**config.mk**
```make
export PLATFORM = sky130hd
export DESIGN_NAME = irrigation_timer
export DESIGN_NICKNAME = d
export VERILOG_FILES = /design/src/rtl/irrigation_pkg.sv /design/src/rtl/irrigation_timer_tick_gen_1hz.sv /design/src/rtl/irrigation_timer.sv
export SDC_FILE = /design/constraint.sdc
export NUM_CORES = 1
export LEC_CHECK = 0
export CORE_MARGIN = 5
export CORE_UTILIZATION = 60
export CTS_BUF_LIST = sky130_fd_sc_hd__clkbuf_4 sky130_fd_sc_hd__clkbuf_8
export DETAILED_ROUTE_END_ITERATION = 7
export PLACE_DENSITY = 0.82
export SETUP_SLACK_MARGIN = 0.3
export SYNTH_ARGS = -nofsm -noshare
export SYNTH_HDL_FRONTEND = slang
export SYNTH_SLANG_ARGS = --single-unit
```
**constraint.sdc**
```tcl
create_clock -name clk -period 3.24 [get_ports clk]
set_clock_uncertainty 0.1 [all_clocks]
set_input_delay 0.648 -clock clk [delete_from_list [all_inputs] [get_ports clk]]
set_output_delay 0.648 -clock clk [all_outputs]
set_load 0.005 [all_outputs]
```
**src/rtl/irrigation_pkg.sv**
```systemverilog
// Shared types and constants for the irrigation countdown timer and its prescaler.
package irrigation_pkg;

    typedef enum logic [1:0] {
        IDLE = 2'd0,
        RUN  = 2'd1,
        HOLD = 2'd2,
        DONE = 2'd3
    } state_t;

    localparam logic MODE_SPRK = 1'b0;
    localparam logic MODE_DRIP = 1'b1;

    localparam int MIN_W  = 4;
    localparam int SECT_W = 3;
    localparam int SECU_W = 4;

endpackage

```
**src/rtl/irrigation_timer_tick_gen_1hz.sv**
```systemverilog
// Prescaler producing a one-cycle tick every CLK_HZ enabled cycles.
module tick_gen_1hz #(
    parameter int CLK_HZ = 50_000_000
) (
    input  logic clk,
    input  logic rst,
    input  logic clr,
    input  logic en,
    output logic tick
);

    localparam int CW = (CLK_HZ > 1) ? $clog2(CLK_HZ) : 1;
    localparam logic [CW-1:0] TC = CW'(CLK_HZ - 1);

    logic [CW-1:0] cnt_q;
    logic [CW-1:0] cnt_d;

    // Count holds its value while disabled so a paused run resumes mid-second.
    always_comb begin
        cnt_d = cnt_q;
        if (clr) begin
            cnt_d = '0;
        end else if (en) begin
            cnt_d = (cnt_q == TC) ? '0 : cnt_q + CW'(1);
        end
    end

    always_ff @(posedge clk or negedge rst) begin
        if (!rst) begin
            cnt_q <= '0;
        end else begin
            cnt_q <= cnt_d;
        end
    end

    assign tick = en && (cnt_q == TC);

endmodule

```
**src/rtl/irrigation_timer.sv**
```systemverilog
// BCD mm:ss irrigation countdown with per-mode presets, abort and error handling.
// Define IRRIGATION_HOLD_ON_ERROR_EN to pause on error instead of cancelling.
module irrigation_timer
    import irrigation_pkg::*;
#(
    parameter int CLK_HZ   = 50_000_000,
    parameter int SPRK_MIN = 1,
    parameter int SPRK_SEC = 30,
    parameter int DRIP_MIN = 5,
    parameter int DRIP_SEC = 0
) (
    input  logic              clk,
    input  logic              rst,
    input  logic              start,
    input  logic              mode,
    input  logic              abort,
    input  logic              error,
    output logic              T,
    output logic              done,
    output logic              busy,
    output logic [MIN_W-1:0]  min_bcd,
    output logic [SECT_W-1:0] sec_t,
    output logic [SECU_W-1:0] sec_u
);

    localparam logic [MIN_W-1:0]  SPRK_M = MIN_W'(SPRK_MIN);
    localparam logic [SECT_W-1:0] SPRK_T = SECT_W'(SPRK_SEC / 10);
    localparam logic [SECU_W-1:0] SPRK_U = SECU_W'(SPRK_SEC % 10);
    localparam logic [MIN_W-1:0]  DRIP_M = MIN_W'(DRIP_MIN);
    localparam logic [SECT_W-1:0] DRIP_T = SECT_W'(DRIP_SEC / 10);
    localparam logic [SECU_W-1:0] DRIP_U = SECU_W'(DRIP_SEC % 10);

    state_t             state_q, state_d;
    logic               start_q;
    logic [MIN_W-1:0]   min_q, min_d;
    logic [SECT_W-1:0]  sect_q, sect_d;
    logic [SECU_W-1:0]  secu_q, secu_d;
    logic               tick;
    logic               startEdge;
    logic               isZero;
    logic               isOne;

    tick_gen_1hz #(
        .CLK_HZ(CLK_HZ)
    ) u_tick (
        .clk  (clk),
        .rst  (rst),
        .clr  (state_q == IDLE),
        .en   (state_q == RUN),
        .tick (tick)
    );

    assign startEdge = start && !start_q;
    assign isZero    = (min_q == '0) && (sect_q == '0) && (secu_q == '0);
    assign isOne     = (min_q == '0) && (sect_q == '0) && (secu_q == SECU_W'(1));

    always_comb begin
        state_d = state_q;
        min_d   = min_q;
        sect_d  = sect_q;
        secu_d  = secu_q;
        case (state_q)
            IDLE: begin
                if (startEdge && !abort) begin
                    state_d = RUN;
                    if (mode == MODE_DRIP) begin
                        min_d  = DRIP_M;
                        sect_d = DRIP_T;
                        secu_d = DRIP_U;
                    end else begin
                        min_d  = SPRK_M;
                        sect_d = SPRK_T;
                        secu_d = SPRK_U;
                    end
                end
            end
            RUN: begin
                if (abort) begin
                    state_d = IDLE;
                    min_d   = '0;
                    sect_d  = '0;
                    secu_d  = '0;
                end else if (error) begin
`ifdef IRRIGATION_HOLD_ON_ERROR_EN
                    state_d = HOLD;
`else
                    state_d = IDLE;
                    min_d   = '0;
                    sect_d  = '0;
                    secu_d  = '0;
`endif
                end else if (isZero) begin
                    // A zero preset finishes without waiting for a tick.
                    state_d = DONE;
                end else if (tick) begin
                    if (isOne) begin
                        state_d = DONE;
                    end
                    if (secu_q != '0) begin
                        secu_d = secu_q - SECU_W'(1);
                    end else begin
                        secu_d = SECU_W'(9);
                        if (sect_q != '0) begin
                            sect_d = sect_q - SECT_W'(1);
                        end else begin
                            sect_d = SECT_W'(5);
                            min_d  = min_q - MIN_W'(1);
                        end
                    end
                end
            end
`ifdef IRRIGATION_HOLD_ON_ERROR_EN
            HOLD: begin
                if (abort) begin
                    state_d = IDLE;
                    min_d   = '0;
                    sect_d  = '0;
                    secu_d  = '0;
                end else if (!error) begin
                    state_d = RUN;
                end
            end
`endif
            DONE: begin
                state_d = IDLE;
            end
            default: begin
                state_d = IDLE;
            end
        endcase
    end

    always_ff @(posedge clk or negedge rst) begin
        if (!rst) begin
            state_q <= IDLE;
            start_q <= 1'b0;
            min_q   <= '0;
            sect_q  <= '0;
            secu_q  <= '0;
        end else begin
            state_q <= state_d;
            start_q <= start;
            min_q   <= min_d;
            sect_q  <= sect_d;
            secu_q  <= secu_d;
        end
    end

    assign T       = (state_q == RUN);
    assign busy    = (state_q != IDLE);
    assign done    = (state_q == DONE);
    assign min_bcd = min_q;
    assign sec_t   = sect_q;
    assign sec_u   = secu_q;

endmodule
```
==> results of run 1 <==
## cells by family after synthesis
logic type	Yosys count	share of synthesized area
and+or+nand+nor	114	0.2749
AOI/OAI and AO/OA	81	0.2256
DFF	40	0.4197
buffers and inverters	24	0.04040
adders and majority gates	5	0.02623
muxes	3	0.01312
## area by class of cell
cell class                 instances  area [µm²]
timing repair buffer              23       215.2
multi-input combinational        203        1291
tap                               50       62.56
fill                             317        1194
inverter                          14       52.55
clock buffer                       8       97.59
sequential                        40        1001
## power by group through the flow
stage	logic, mW	registers (mW)	clock network [mW]
CTS	0.550	0.610	0.366
finish	0.555	0.613	0.360
detailed placement	0.548	0.620	0
floorplan	0.374	0.608	0
global placement	0.537	0.618	0
global route	0.612	0.622	0.391
## routing by layer
layer / vias up / wire length (µm) / share of wire
met5: - / 0 / 0
li1: 1059 / - / -
met1: 1059 / 2312 / 0.43
met3: 13 / 396 / 0.074
met2: 85 / 2530 / 0.47
met4: 0 / 115 / 0.021
## through the flow
stage / instances / hold slack [ns]
after floorplan: 267 / 0.2524
after global placement: 330 / 0.3895
after detailed placement: 330 / 0.3971
after CTS: 338 / 0.3981
after global routing: 338 / 0.4400
final: 338 / 0.3695
## state kept, by name, indices dropped and copies added, names as in the netlist
signal and cells:
sec_t 3, state_q 2, min_bcd 4, u_tick.cnt_q 26
sec_u 4, start_q 1
## cell usage in the layout, fill, tap and decap left out, types with 4 or more instances in the layout
| master | instances |
|---|---|
| o21ai_0 | 9 |
| nor3_1 | 9 |
| nand4_1 | 8 |
| dfrtp_1 | 40 |
| o22ai_1 | 4 |
| and2_1 | 4 |
| nand2_1 | 25 |
| inv_1 | 13 |
| nand2b_1 | 8 |
| nor2_1 | 10 |
| nor4_1 | 5 |
| clkbuf_8 | 6 |
| nand3_1 | 19 |
| buf_4 | 4 |
| a31oi_1 | 14 |
| clkdlybuf4s50_1 | 18 |
| a21oi_1 | 27 |
| ha_1 | 5 |
## critical path: stages (launching register included)
cell and delay, ns:
dfrtp_1 0.45, inv_1 0.13, ha_1 0.21, or3b_1 0.42, or4b_1 0.53, or3_4 0.43, a21oi_2 0.17, o32ai_2 0.10
## worst min-delay path by stage
stage                        to  depth (start not counted)             start
5_1_grt                sec_t[2]                          1               rst
4_1_cts                sec_t[2]                          1               rst
6_report               sec_u[3]                          1               rst
2_1_floorplan        min_bcd[0]                          0               rst
3_5_place_dp   u_tick.cnt_q[23]                          1  u_tick.cnt_q[23]
3_3_place_gp   u_tick.cnt_q[23]                          1  u_tick.cnt_q[23]
==> summary.txt, run 1 <==
Outcome
  – Outcome: finished clean

Yosys
  – Synth warn: 0
  – Top-count cell post-synth: dfrtp_1
  – Post-Syn Nets: 278
  – Synth Area per Inst: 8.932 µm²
  – Sequential share of the synthesized area: 0.4197
  – Post-synth cell types: 52
  – Cells after Synth: 267
  – Area contributors post-synth: dfrtp_1 42%, a21oi_1 5.9%, nand3_1 4.0%
  – Leading area contributor after synthesis: dfrtp_1
  – Asr flop ratio synth: 1.000
  – Prevailing post-synth register cell: dfrtp_1
  – Post-synth top area share: 0.4197
  – #FFs+latches synth: 40
  – Top cells by count, synth: 40 x dfrtp_1, 28 x a21oi_1, 25 x nand2_1
  – EDFF count, synth: 0
  – Synth Cell Area: 0.002385 mm²

Critical path
  – Worst Reg-to-Reg Cells: 7
  – R2R setup slack: 0.57 ns
  – Setup crit start: sec_u[0]
  – Worst setup path endpoint: min_bcd[1]
  – RR Startpoint: sec_u[0]
  – Req. time, crit path: 3.31 ns
  – Crit path launch type: flop
  – Max FO, Critical Path: 6
  – RR Endpoint: min_bcd[1]
  – Crit path kind: reg2reg
  – Crit end category: flop
  – CP arrival: 2.74 ns

Place
  – RD Place Congestion: 0.8089
  – Port bufs: 19
  – Post-DP Area: 0.002623 mm²
  – DP HPWL: 3678 µm
  – Pre-CTS setup slack: 0.5261 ns

Layout
  – Diodes inserted: 0
  – Nets: 298
  – Area Overhead vs Synth: 14.06%
  – Fin util: 0.6950
  – Layout cells sized above 1: 0.09375
  – Final Cell Area: 0.002720 mm²

Detailed routing
  – Vias post-DR: 2,216
  – WL/cell: 15.84 µm
  – Pre-antenna DRT Iters: 5
  – Iteration-0 DRC Markers: 223
  – Post-DR vias/cell: 6.556
  – DRC Markers: 0
  – Total Wirelength: 5355 µm
  – Routed Antenna Nets: 0

Timing
  – Worst setup margin: 0.5703 ns
  – Final Hold Fails: 0
  – Final setup fails: 0
  – Unrepaired setup endpoints after global routing: no
  – Worst-margin pin slew: 0.8761 ns
  – Slew headroom: 0.4160
  – Tmin final: 2.670 ns
  – Setup TNS Final: 0 ns
  – Fin. max-slew vios: 0
  – Fin crit share: 0.8240
  – FMAX: 0.3746 GHz

Worst hold path
  – Hold Path Class: in2async

Floorplan
  – Die area: 0.005336 mm²
  – Die H: 73.05 µm
  – # IOs: 20
  – Die W: 73.05 µm
  – Total core area: 0.003914 mm²
  – Starting Density: 0.6093
  – Std-Cell Rows: 23

GRT
  – Pin count of the biggest net entering global routing: 41
  – First-pass GRT wire length: 9280 µm
  – Grt total ovfl: 0
  – Vias in the first global route: 2,069
  – Busiest grt layer: met2
  – Gr usage total: 0.2206
  – Met3 Use GR: 0.05785
  – Initial antenna violation count: 0
  – GRT met1 Usage: 0.2858
  – Grt met2 use: 0.3426

Clock tree
  – Hold Buf Count CTS: 0
  – CTS Root Cell: clkbuf_8
  – Post-cts resize count: 0
  – H-tree depth: 2
  – Clock Latency Late Sink: 0.29 ns
  – Number of post-CTS setup repair buffers: 0
  – Maximum clock path buffer count: 2
  – CTS Buf Count: 5
  – CTS tree: built
  – Sink Count: 40
  – Clk slew on worst S/H paths: 0.07 ns

Power
  – Peak supply drop: 0.3309 mV
  – Int Pwr: 0.9731 mW
  – Net load switching power: 0.5544 mW
  – Pwr Density: 561.6 mW/mm²
  – Comb pwr share: 0.363
  – Clock Power Share: 0.236
  – Sequential Power Share: 0.401
  – Leak pwr: 1.092 nW
  – Pwr Total: 1.528 mW
  – Switching share of power: 0.3629

Run
  – Max Cap Viol: 0
Note: power is estimated with default switching activity, not from simulation.
==> run 2, diff against run 1 <==
==> constraint.sdc (replaced) <==
create_clock -name clk -period 2.65 [get_ports clk]
set_clock_uncertainty 0.1 [all_clocks]
set_input_delay 0.53 -clock clk [delete_from_list [all_inputs] [get_ports clk]]
set_output_delay 0.53 -clock clk [all_outputs]
set_load 0.005 [all_outputs]
==> run 2 against run 1 <==
Compared with the run above:
- die area did not move
- clock power rose by 19%
- clock-buffer cell count is 2 lower
- sequential share of layout area decreased by 2.7 points
- core utilization rose by 5.5 points
- maximum frequency rose by 13%
- first-iteration DRC count decreased by 27%
- cell count up 5.3%
- routed wire length increased by 12%
- worst setup slack worse by 0.29 ns
==> summary.txt, run 2 (synthesis gave the netlist of run 1 again) <==
Detailed routing
  – Pre-antenna DRT Iters: 4
  – Vias post-DR: 2,269
  – Iteration-0 DRC Markers: 162
  – Routed Antenna Nets: 0
  – Total Wirelength: 5998 µm
  – DRC Markers: 0
  – Post-DR vias/cell: 6.374
  – WL/cell: 16.85 µm

Power
  – Net load switching power: 0.7355 mW
  – Int Pwr: 1.237 mW
  – Clock Power Share: 0.218
  – Sequential Power Share: 0.379
  – Peak supply drop: 0.4671 mV
  – Pwr Density: 671.6 mW/mm²
  – Switching share of power: 0.3729
  – Comb pwr share: 0.403
  – Leak pwr: 1.194 nW

Clock tree
  – Clock Latency Late Sink: 0.30 ns
  – Clk slew on worst S/H paths: 0.08 ns
  – H-tree depth: 2
  – CTS Buf Count: 5
  – Maximum clock path buffer count: 2
  – Hold Buf Count CTS: 0
  – CTS tree: built
  – CTS Root Cell: clkbuf_8
  – Sink Count: 40

Critical path
  – Max FO, Critical Path: 9
  – Crit end category: flop
  – Crit path kind: reg2reg
  – CP arrival: 2.45 ns
  – Req. time, crit path: 2.74 ns
  – Crit path launch type: flop

Layout
  – Most common cell after layout, fill and taps aside: dfrtp_1
  – # fillers: 321
  – Reg with most FFs: u_tick.cnt_q
  – Area Overhead vs Synth: 23.14%
  – Max FFs per register: 26
  – Nets: 316
  – Commonest non-fill, non-tap cells in the layout: 39 x dfrtp_1, 26 x a21oi_1, 25 x nand2_1
  – Layout cells sized above 1: 0.1895
  – Final Cell Area: 0.002937 mm²
  – Diodes inserted: 0
  – Fin util: 0.7503

Timing
  – Slew headroom: 0.6226
  – Unrepaired setup endpoints after global routing: yes
  – Hold WS: 0.02958 ns
  – Fin crit share: 0.8929
  – Worst-margin pin slew: 0.5617 ns
  – Final Hold Fails: 0
  – Final setup fails: 0
  – FMAX: 0.4226 GHz
  – Tmin final: 2.366 ns
  – Setup TNS Final: 0 ns
  – Fin. max-slew vios: 0

Run
  – Max Cap Viol: 0

Floorplan
  – Die area: 0.005336 mm²
  – Total core area: 0.003914 mm²
  – Die W: 73.05 µm
  – Std-Cell Rows: 23
  – # IOs: 20
  – Die H: 73.05 µm
  – Starting Density: 0.6093

GRT
  – Vias in the first global route: 2,168
  – Initial antenna violation count: 0
  – First-pass GRT wire length: 9880 µm
  – Grt total ovfl: 0
  – Pin count of the biggest net entering global routing: 47
  – Gr usage total: 0.2348

Outcome
  – Outcome: finished clean

Place
  – Port bufs: 19
  – RD Place Congestion: 0.7878
  – Post-DP Area: 0.002701 mm²
  – DP HPWL: 3878 µm

Worst hold path
  – Hold Path Class: in2async
[run 2: worst paths after layout]
check / startpoint / slack [ns] / cells past startpoint / endpoint
worst min-delay path: rst / 0.03 / 1 / start_q
worst max register to register: u_tick.cnt_q[9] / 0.28 / 5 / min_bcd[1]
max in group asynchronous: rst / 1.75 / 2 / u_tick.cnt_q[15]
min in group clk: u_tick.cnt_q[23] / 0.42 / 1 / u_tick.cnt_q[23]
worst max-delay path: u_tick.cnt_q[9] / 0.28 / 5 / min_bcd[1]
worst min register to register: u_tick.cnt_q[23] / 0.42 / 1 / u_tick.cnt_q[23]
[run 2: power by group through the flow]
stage	clock network (mW)	registers, mW	logic [mW]
6_report	0.430	0.747	0.795
5_1_grt	0.465	0.762	0.873
4_1_cts	0.433	0.744	0.762
3_5_place_dp	0	0.757	0.741
3_3_place_gp	0	0.751	0.718
2_1_floorplan	0	0.744	0.476
[run 2: cell type report]
class | instances | area [µm²] | share of cell area
inverter | 14 | 52.55 | 0.01790
sequential | 40 | 1002 | 0.3413
timing repair buffer | 41 | 362.8 | 0.1236
clock buffer | 6 | 82.58 | 0.02812
clock inverter | 2 | 10.01 | 0.003409
tap | 50 | 62.56 | 0.02130
multi-input combinational | 203 | 1364 | 0.4644
[run 2: worst max-delay path, cell delays in order, from the launching register on]
cell and delay [ns]:
dfrtp_1 0.48, or3_4 0.44, or4_4 0.57, or3_4 0.45
a21oi_4 0.14, o32ai_2 0.09
[run 2: timing repair]
action                     in CTS  in global routing
resized for setup               5                  4
hold endpoints to repair        0                  0
pin swaps                       4                  3
setup buffers                   8                  5
setup endpoints to repair      10                 33
[run 2: stage by stage]
step	total power [mW]	cells	worst slack [ns]
2_1_floorplan	1.220	267	0.2868
3_3_place_gp	1.469	335	0.1358
3_5_place_dp	1.498	335	0.1120
4_1_cts	1.940	351	0.2514
5_1_grt	2.099	356	0.2079
6_report	1.972	356	0.2839
[run 2: per-layer routing]
metal / up-vias / part of all wire / track usage
li1: 1094 / - / -
met1: 1099 / 0.42 / 0.2951
met2: 62 / 0.51 / 0.3972
met3: 14 / 0.044 / 0.04408
met4: 0 / 0.025 / 0.09016
met5: - / 0 / 0
